===== src/rtl/serial_divisibility_by_n.sv =====
// Serial divisibility checker: tracks (number mod DIVISOR) one bit at a time, MSB-first.
// Optional LSB-first mode (lsb_first port, mode and weight registers) under SERIAL_DIV_LSB_MODE_EN.
module serial_divisibility_by_n #(
    parameter int DIVISOR = 5,
    parameter int CNT_W   = 8,
    localparam int RW     = ($clog2(DIVISOR) < 1) ? 1 : $clog2(DIVISOR)
) (
    input  logic             clk,
    input  logic             rst,
    input  logic             valid,
    input  logic             new_bit,
    input  logic             start,
`ifdef SERIAL_DIV_LSB_MODE_EN
    input  logic             lsb_first,
`endif
    output logic [RW-1:0]    remainder,
    output logic             div_by_n,
    output logic [CNT_W-1:0] bit_count,
    output logic             count_sat
);

    localparam logic [RW:0]      DIV_EXT = (RW+1)'(DIVISOR);
    localparam logic [CNT_W-1:0] CNT_MAX = '1;

    logic [RW-1:0]    rem_q, rem_d;
    logic [CNT_W-1:0] cnt_q, cnt_d;
    logic [RW-1:0]    rem_base;
    logic [CNT_W-1:0] cnt_base;
    logic [RW:0]      t_msb;
    logic [RW-1:0]    rem_msb;

`ifdef SERIAL_DIV_LSB_MODE_EN
    logic          mode_q, mode_d;
    logic [RW-1:0] wt_q, wt_d;
    logic          mode_eff;
    logic [RW-1:0] wt_base;
    logic [RW:0]   t_lsb;
    logic [RW-1:0] rem_lsb;
    logic [RW:0]   t_wt;
    logic [RW-1:0] wt_next;
`endif

    always_comb begin
        // start folds into the same cycle: prior value is taken as the empty number
        rem_base = start ? '0 : rem_q;
        cnt_base = start ? '0 : cnt_q;

        t_msb   = {rem_base, new_bit};
        rem_msb = (t_msb >= DIV_EXT) ? RW'(t_msb - DIV_EXT) : t_msb[RW-1:0];

        rem_d = rem_q;
        cnt_d = cnt_q;

`ifdef SERIAL_DIV_LSB_MODE_EN
        mode_eff = start ? lsb_first : mode_q;
        wt_base  = start ? RW'(1) : wt_q;

        // both operands are below DIVISOR, so one conditional subtract suffices
        t_lsb   = {1'b0, rem_base} + (new_bit ? {1'b0, wt_base} : '0);
        rem_lsb = (t_lsb >= DIV_EXT) ? RW'(t_lsb - DIV_EXT) : t_lsb[RW-1:0];
        t_wt    = {wt_base, 1'b0};
        wt_next = (t_wt >= DIV_EXT) ? RW'(t_wt - DIV_EXT) : t_wt[RW-1:0];

        mode_d = mode_eff;
        wt_d   = wt_q;
`endif

        if (valid) begin
            cnt_d = (cnt_base == CNT_MAX) ? cnt_base : cnt_base + 1'b1;
`ifdef SERIAL_DIV_LSB_MODE_EN
            rem_d = mode_eff ? rem_lsb : rem_msb;
            wt_d  = mode_eff ? wt_next : wt_base;
`else
            rem_d = rem_msb;
`endif
        end else if (start) begin
            rem_d = '0;
            cnt_d = '0;
`ifdef SERIAL_DIV_LSB_MODE_EN
            wt_d  = RW'(1);
`endif
        end
    end

    always_ff @(posedge clk or posedge rst) begin
        if (rst) begin
            rem_q <= '0;
            cnt_q <= '0;
        end else begin
            rem_q <= rem_d;
            cnt_q <= cnt_d;
        end
    end

`ifdef SERIAL_DIV_LSB_MODE_EN
    always_ff @(posedge clk or posedge rst) begin
        if (rst) begin
            mode_q <= 1'b0;
            wt_q   <= RW'(1);
        end else begin
            mode_q <= mode_d;
            wt_q   <= wt_d;
        end
    end
`endif

    assign remainder = rem_q;
    assign div_by_n  = (rem_q == '0);
    assign bit_count = cnt_q;
    assign count_sat = (cnt_q == CNT_MAX);

endmodule


===== config.mk =====
export PLATFORM = sky130hd
export DESIGN_NAME = serial_divisibility_by_n
export DESIGN_NICKNAME = d
export VERILOG_FILES = /design/src/rtl/serial_divisibility_by_n.sv
export SDC_FILE = /design/constraint.sdc
export NUM_CORES = 1
export LEC_CHECK = 0
export ABC_AREA = 1
export CAP_MARGIN = 20
export CORE_MARGIN = 2
export CORE_UTILIZATION = 45
export CTS_BUF_LIST = sky130_fd_sc_hd__clkbuf_4
export CTS_CLUSTER_DIAMETER = 80
export CTS_CLUSTER_SIZE = 10
export DETAILED_ROUTE_END_ITERATION = 8
export GPL_TIMING_DRIVEN = 0
export PLACE_DENSITY_LB_ADDON = 0.3
export SYNTH_ARGS = -nofsm -noshare
export SYNTH_HDL_FRONTEND = slang
export SYNTH_SLANG_ARGS = --single-unit

===== constraint.sdc =====
create_clock -name clk -period 1.5 [get_ports clk]
set_input_delay 0.3 -clock clk [delete_from_list [all_inputs] [get_ports clk]]
set_output_delay 0.3 -clock clk [all_outputs]
set_load 0.1 [all_outputs]

==> impl_metrics.toml, run 1 <==
[status]
outcome = "complete, but fails checks"
violated_checks = "negative setup slack"

[clock_tree]
cts.htree.levels = 1
clock_tree.buffer_depth = 2
tritoncts_num_sinks = 11
cts.root.buffer_cell = "sky130_fd_sc_hd__clkbuf_4"
clk_pin_slew_worst_paths_ps = 70
clk-insertion-delay-late_ps = 280
clock_tree_from_tritoncts = "done"
count_of_hold_fix_buffers_inserted_at_cts = 0
cts_buffers = 3

[synth]
ys_types = 22
syn-instance-count = 109
ys_warn_count = 0
register_bit_total_from_synthesis = 11
ys_dominant_reg_cell = "sky130_fd_sc_hd__dfrtp_1"
synth.avg_cell_area_um2 = 6.94
synth_async_sr_flop_share_pct = 100
syn_area_um2 = 757
synth-edff-count = 0
synth_seq_area_share_pct = 36.4
syn_nets = 116

[grt]
antenna_found_initial = 0
grt_overflow = 0
grt_start_max_net_pins = 12
grt_first_pass_wirelength_um = 3770
via_count_of_the_first_global_routing_pass = 882
gr-usage-all-layers_pct = 26.5

[route]
avgRoutedWirePerCell_um = 14.5
vias = 892
detail_route.vias_per_cell = 5.72
drt_iter0_markers = 46
postRouteWirelength_um = 2270
drc = 0
antenna_left = 0
drt-pass1-iter-count = 4

[job]
cap_viol_max_count = 0

[floorplanning]
initial_core_util_pct = 49.1
core_region_area_mm2 = 0.00154
io_pins = 18
die_width_um = 45.0
height_of_the_chip_um = 45.0
std_cell_rows = 14
design.die.area_mm2 = 0.00203

[timing]
slew_violations = 0
grt_setup_unrepaired = "yes"
tightestPinTransition_ps = 506
layout_worst_path_cycle_share_pct = 108
hold-worst-slack_ps = 327
setup-violations-final = 2
worst_slack_ps = -122
clock.fmax_mhz = 617
clock_skew_ps = 0.404
min_period_ps = 1620
timing.final.hold_violations = 0
max-slew-margin-rel_pct = 66.5

[layout]
layout_cell_share_with_drive_strength_beyond_1_pct = 41.4
post-route-cell-area_mm2 = 0.00108
area_delta_synth_final_pct = 42.6
design.final.nets = 148
layout.filler_cells = 121
diodes = 0

[worst_setup_path]
worst_path_max_delay_cell = "sky130_fd_sc_hd__dfrtp_4"
start_kind = "flip-flop"
critical_path.endpoint_type = "output pin"
critPathRequiredTime_ps = 1200
critical_path_arrival_ps = 1320
cpPeakStageDelay_ps = 450
crit_path_cell_trace = "inv_4 -> nor4_4 -> buf_6"
r2r.worst_path.cells = 7
critical_path_class = "reg2out"
crit_fanout = 3

[power]
power.static_leakage_nw = 0.541
cellPowerDensity_mw_per_mm2 = 784
worst_ir_drop_vdd_mv = 0.632

[place]
routabilityCongestion = 0.825
port-buffer-count = 17
place_area_mm2 = 0.00101
dp.final_hpwl_um = 1580

[min_path]
hp-class = "in2async"
-- routing by layer --
metal	wire, um	global-route usage (%)
met1	851	28.0
met2	1200	47.7
met3	142	3.60
met4	74	18.8
met5	0	0
-- worst max-delay path, delay by kind of cell, from the launching register on --
| kind | cells | cell delay, ps |
|---|---|---|
| and+or+nand+nor | 1 | 290 |
| DFF | 1 | 450 |
| buffers and inverters | 2 | 310 |
-- path summary, 6_finish.rpt --
| path | start | end | slack [ps] |
|---|---|---|---|
| setup / recovery | bit_count[6]$_DFF_PP0_ | count_sat | -120 |
| hold / removal | rst | bit_count[5]$_DFF_PP0_ | 330 |
| setup reg to reg | remainder[0]$_DFF_PP0_ | remainder[0]$_DFF_PP0_ | 110 |
| hold reg to reg | remainder[0]$_DFF_PP0_ | remainder[0]$_DFF_PP0_ | 630 |
| max in group asynchronous | rst | bit_count[1]$_DFF_PP0_ | 810 |
| min in group clk | start | remainder[1]$_DFF_PP0_ | 440 |
-- final cells by class --
cell class / instances / area, um^2 / share of cell area [%]
clock buffer: 4 / 30.0 / 2.78
inverter: 17 / 66.3 / 6.14
multi-input combinational: 79 / 434 / 40.2
timing repair buffer: 27 / 196 / 18.2
tap: 16 / 20.0 / 1.85
buffer: 2 / 16.3 / 1.51
sequential: 11 / 317 / 29.3
-- cells by family (layout without fill, tap and decap cells) --
group                      after synthesis  after routing  synth area share [%]
AOI/OAI and AO/OA                       10             10                  7.44
adders and majority gates                2              2                  3.31
buffers and inverters                   19             50                  10.6
and+or+nand+nor                         67             67                  42.3
DFF                                     11             11                  36.4
-- state kept, by name, summed over array words and instances (netlist names) --
| signal | flops |
|---|---|
| bit_count | 8 |
| remainder | 3 |
-- through the flow --
step / utilization, % / TNS, ps / total power [W] / instances / setup WS (ps)
2_1_floorplan: - / -948 / 0.000533 / 109 / -684
3_3_place_gp: 65.8 / -7790 / 0.000595 / 142 / -799
3_5_place_dp: 65.8 / -8530 / 0.000604 / 142 / -803
4_1_cts: 70.3 / -139 / 0.000844 / 156 / -118
5_1_grt: 70.0 / -190 / 0.000868 / 156 / -151
6_report: 70.0 / -136 / 0.000846 / 156 / -122
-- synthesized netlist by cell type (2+ instances only) --
library cell | instances | area [um^2]
sky130_fd_sc_hd__nand4_1 | 5 | 31.3
sky130_fd_sc_hd__nand2_1 | 34 | 128
sky130_fd_sc_hd__nand3_2 | 3 | 30.0
sky130_fd_sc_hd__nand2_2 | 2 | 12.5
sky130_fd_sc_hd__nor2_2 | 2 | 12.5
sky130_fd_sc_hd__ha_1 | 2 | 25.0
sky130_fd_sc_hd__o21ai_0 | 3 | 15.0
sky130_fd_sc_hd__dfrtp_1 | 11 | 275
sky130_fd_sc_hd__nor3_1 | 2 | 10.0
sky130_fd_sc_hd__inv_1 | 16 | 60.1
sky130_fd_sc_hd__nand3_1 | 10 | 50.1
sky130_fd_sc_hd__o21ai_1 | 2 | 10.0
sky130_fd_sc_hd__nor2_1 | 6 | 22.5
sky130_fd_sc_hd__a21oi_1 | 3 | 15.0
-- layout by cell type, fill, tap and decap left out, types with 3 or more instances in the layout --
master / instances
sky130_fd_sc_hd__buf_2: 12
sky130_fd_sc_hd__dfrtp_4: 11
sky130_fd_sc_hd__nand4_1: 5
sky130_fd_sc_hd__nand2_1: 33
sky130_fd_sc_hd__o21ai_0: 3
sky130_fd_sc_hd__nor2_1: 6
sky130_fd_sc_hd__clkbuf_4: 4
sky130_fd_sc_hd__nand2_2: 3
sky130_fd_sc_hd__buf_4: 10
sky130_fd_sc_hd__nand3_1: 10
sky130_fd_sc_hd__nand3_2: 3
sky130_fd_sc_hd__clkdlybuf4s50_1: 3
sky130_fd_sc_hd__inv_1: 14
-- repair_timing --
item,4_1_cts,5_1_grt
resized for setup,77,2
setup buffers,10,0
pin swaps,2,0
endpoints found under the setup margin,16,4
cloned,0,0
-- power breakdown --
part           internal (W)  switching [W]
clock              0.000121       0.000112
sequential         0.000316      0.0000164
combinational     0.0000708       0.000209
total              0.000509       0.000337
No activity file was read; power rests on OpenSTA's default activity.
==> run 2, diff against run 1 <==
--- a/config.mk
+++ b/config.mk
@@ -15,6 +15,7 @@
 export DETAILED_ROUTE_END_ITERATION = 8
 export GPL_TIMING_DRIVEN = 0
 export PLACE_DENSITY_LB_ADDON = 0.3
+export SLEW_MARGIN = 20
 export SYNTH_ARGS = -nofsm -noshare
 export SYNTH_HDL_FRONTEND = slang
 export SYNTH_SLANG_ARGS = --single-unit
==> results of run 2 <==
The final DEF is identical to that of run 1; final timing and power are the same.
==> run 3, diff against run 2 <==
--- a/config.mk
+++ b/config.mk
@@ -8,7 +8,7 @@
 export ABC_AREA = 1
 export CAP_MARGIN = 20
 export CORE_MARGIN = 2
-export CORE_UTILIZATION = 45
+export CORE_UTILIZATION = 25
 export CTS_BUF_LIST = sky130_fd_sc_hd__clkbuf_4
 export CTS_CLUSTER_DIAMETER = 80
 export CTS_CLUSTER_SIZE = 10
==> run 3 against run 2 <==
- the run still ends with negative setup slack left
- final area grew 3.6%
- utilization shrank 30 points
- setup slack got worse by 2.9 ps
- die area rose by 72%
- sequential share of layout area is 1.0 points lower
- clock power grew 4%
- count of clock-buffer cells in the layout did not move
- largest power group unchanged
==> impl_metrics.toml, run 3 (synthesis results as in run 1) <==
[status]
outcome = "complete, but fails checks"
violated_checks = "negative setup slack"

[route]
drt-pass1-iter-count = 4
detail_route.vias_per_cell = 4.92
postRouteWirelength_um = 2100
antenna_left = 0
avgRoutedWirePerCell_um = 12.2
drt_iter0_markers = 23
drc = 0
vias = 847

[floorplanning]
io_pins = 18
std_cell_rows = 19
core_region_area_mm2 = 0.00281
design.die.area_mm2 = 0.00348
initial_core_util_pct = 27.0
height_of_the_chip_um = 59.0
die_width_um = 59.0

[min_path]
hp-class = "in2async"

[worst_setup_path]
top_cell_family_by_delay_on_the_critical_path = "flip-flops"
start_kind = "flip-flop"
rrSetupSlack_ps = 100
critical_path_class = "reg2out"
critPathRequiredTime_ps = 1200
r2r.worst_path.cells = 9
crit_fanout = 5
critical_path.endpoint_type = "output pin"
cpPeakStageDelay_ps = 440
critical_path.reg2reg.endpoint = "remainder[1]$_DFF_PP0_"
worst_path_max_delay_cell = "sky130_fd_sc_hd__dfrtp_4"
critical_path_arrival_ps = 1320
critPathLaunch = "bit_count[7]$_DFF_PP0_"
crit_buf_inv = 1
crit_path_cell_trace = "nand4_1 -> nor4_4 -> buf_6"
reg2reg_from = "remainder[0]$_DFF_PP0_"

[grt]
grt_first_pass_wirelength_um = 3400
gr-usage-all-layers_pct = 13.0
grt_start_max_net_pins = 12
grt_overflow = 0
via_count_of_the_first_global_routing_pass = 792
antenna_found_initial = 0

[job]
cap_viol_max_count = 0

[timing]
setup-violations-final = 2
timing.final.hold_violations = 0
worst_slack_ps = -125
min_period_ps = 1620
clock_skew_ps = 3.30
slew_violations = 0
layout_worst_path_cycle_share_pct = 108
tightestPinTransition_ps = 488
max-slew-margin-rel_pct = 67.7
grt_setup_unrepaired = "yes"
setup_total_negative_slack_ps = -131
clock.fmax_mhz = 615

[layout]
design.final.nets = 149
diodes = 0
post-route-cell-area_mm2 = 0.00112
layout_cell_share_with_drive_strength_beyond_1_pct = 42.6
stdcell_count = 172
area_delta_synth_final_pct = 47.8
largest_register_ff_count = 8
fin_util_pct = 39.9
final_cell_mix = "sky130_fd_sc_hd__nand2_1, sky130_fd_sc_hd__inv_1, sky130_fd_sc_hd__buf_4, sky130_fd_sc_hd__dfrtp_4"
layout.cells.most_common = "sky130_fd_sc_hd__nand2_1"

[power]
power.static_leakage_nw = 0.553
worst_ir_drop_vdd_mv = 0.223
cellPowerDensity_mw_per_mm2 = 773
power_w = 0.000864

[clock_tree]
clk_pin_slew_worst_paths_ps = 80
count_of_hold_fix_buffers_inserted_at_cts = 0
cts_buffers = 3
clock_tree.buffer_depth = 2
clock_tree_from_tritoncts = "done"
clk-insertion-delay-late_ps = 280
cts.root.buffer_cell = "sky130_fd_sc_hd__clkbuf_4"
tritoncts_num_sinks = 11
cts.htree.levels = 1

[place]
placedCellCount = 157
port-buffer-count = 17
dp.final_hpwl_um = 1410
place_area_mm2 = 0.00103
routabilityCongestion = 0.835
## run 3: cell count changes in the layout (fill, tap and decap cells not counted)
cell                       change
sky130_fd_sc_hd__buf_2         -2
sky130_fd_sc_hd__o21ai_0       -1
sky130_fd_sc_hd__clkbuf_4      +1
sky130_fd_sc_hd__buf_4         +2
sky130_fd_sc_hd__nand2_4       +1
sky130_fd_sc_hd__nand2_1       -1
sky130_fd_sc_hd__o21ai_1       +1
## run 3: timing repair
action | 4_1_cts | 5_1_grt
setup buffers | 5 | 6
gates resized for setup | 76 | 9
endpoints found under the setup margin | 16 | 5
pin swaps | 1 | 2
## run 3: worst max-delay path by stage
stage	endpoint	slack, ps	cells after the start
2_1_floorplan	count_sat	-680	2
3_3_place_gp	count_sat	-800	3
3_5_place_dp	count_sat	-790	3
4_1_cts	count_sat	-140	3
5_1_grt	count_sat	-150	3
6_report	count_sat	-120	3
## run 3: layout make-up
cell class	count	area, um^2
fill	289	1690
multi-input combinational	79	442
sequential	11	317
timing repair buffer	28	209
inverter	17	66.3
tap	31	38.8
clock buffer	4	30.0
buffer	2	16.3
## run 3: where the power goes
group / total, W / switching, W / internal [W] / leakage, nW
clock: 0.000242 / 0.000121 / 0.000121 / 0.0184
combinational: 0.000286 / 0.000206 / 0.0000802 / 0.406
sequential: 0.000335 / 0.0000188 / 0.000317 / 0.129
## run 3: per-stage QoR
| step | setup WS (ps) | hold slack [ps] |
|---|---|---|
| floorplan | -684 | 153 |
| global placement | -803 | 581 |
| detailed placement | -791 | 592 |
| CTS | -144 | 332 |
| global route | -152 | 349 |
| finish | -125 | 305 |
## run 3: layer usage
metal | track usage [%] | vias up | part of all wire [%]
met1 | 15.9 | 398 | 44
met2 | 21.3 | 26 | 50
met3 | 1.97 | 6 | 3.9
met4 | 8.44 | 0 | 2.1
met5 | 0 | - | 0
li1 | - | 417 | -
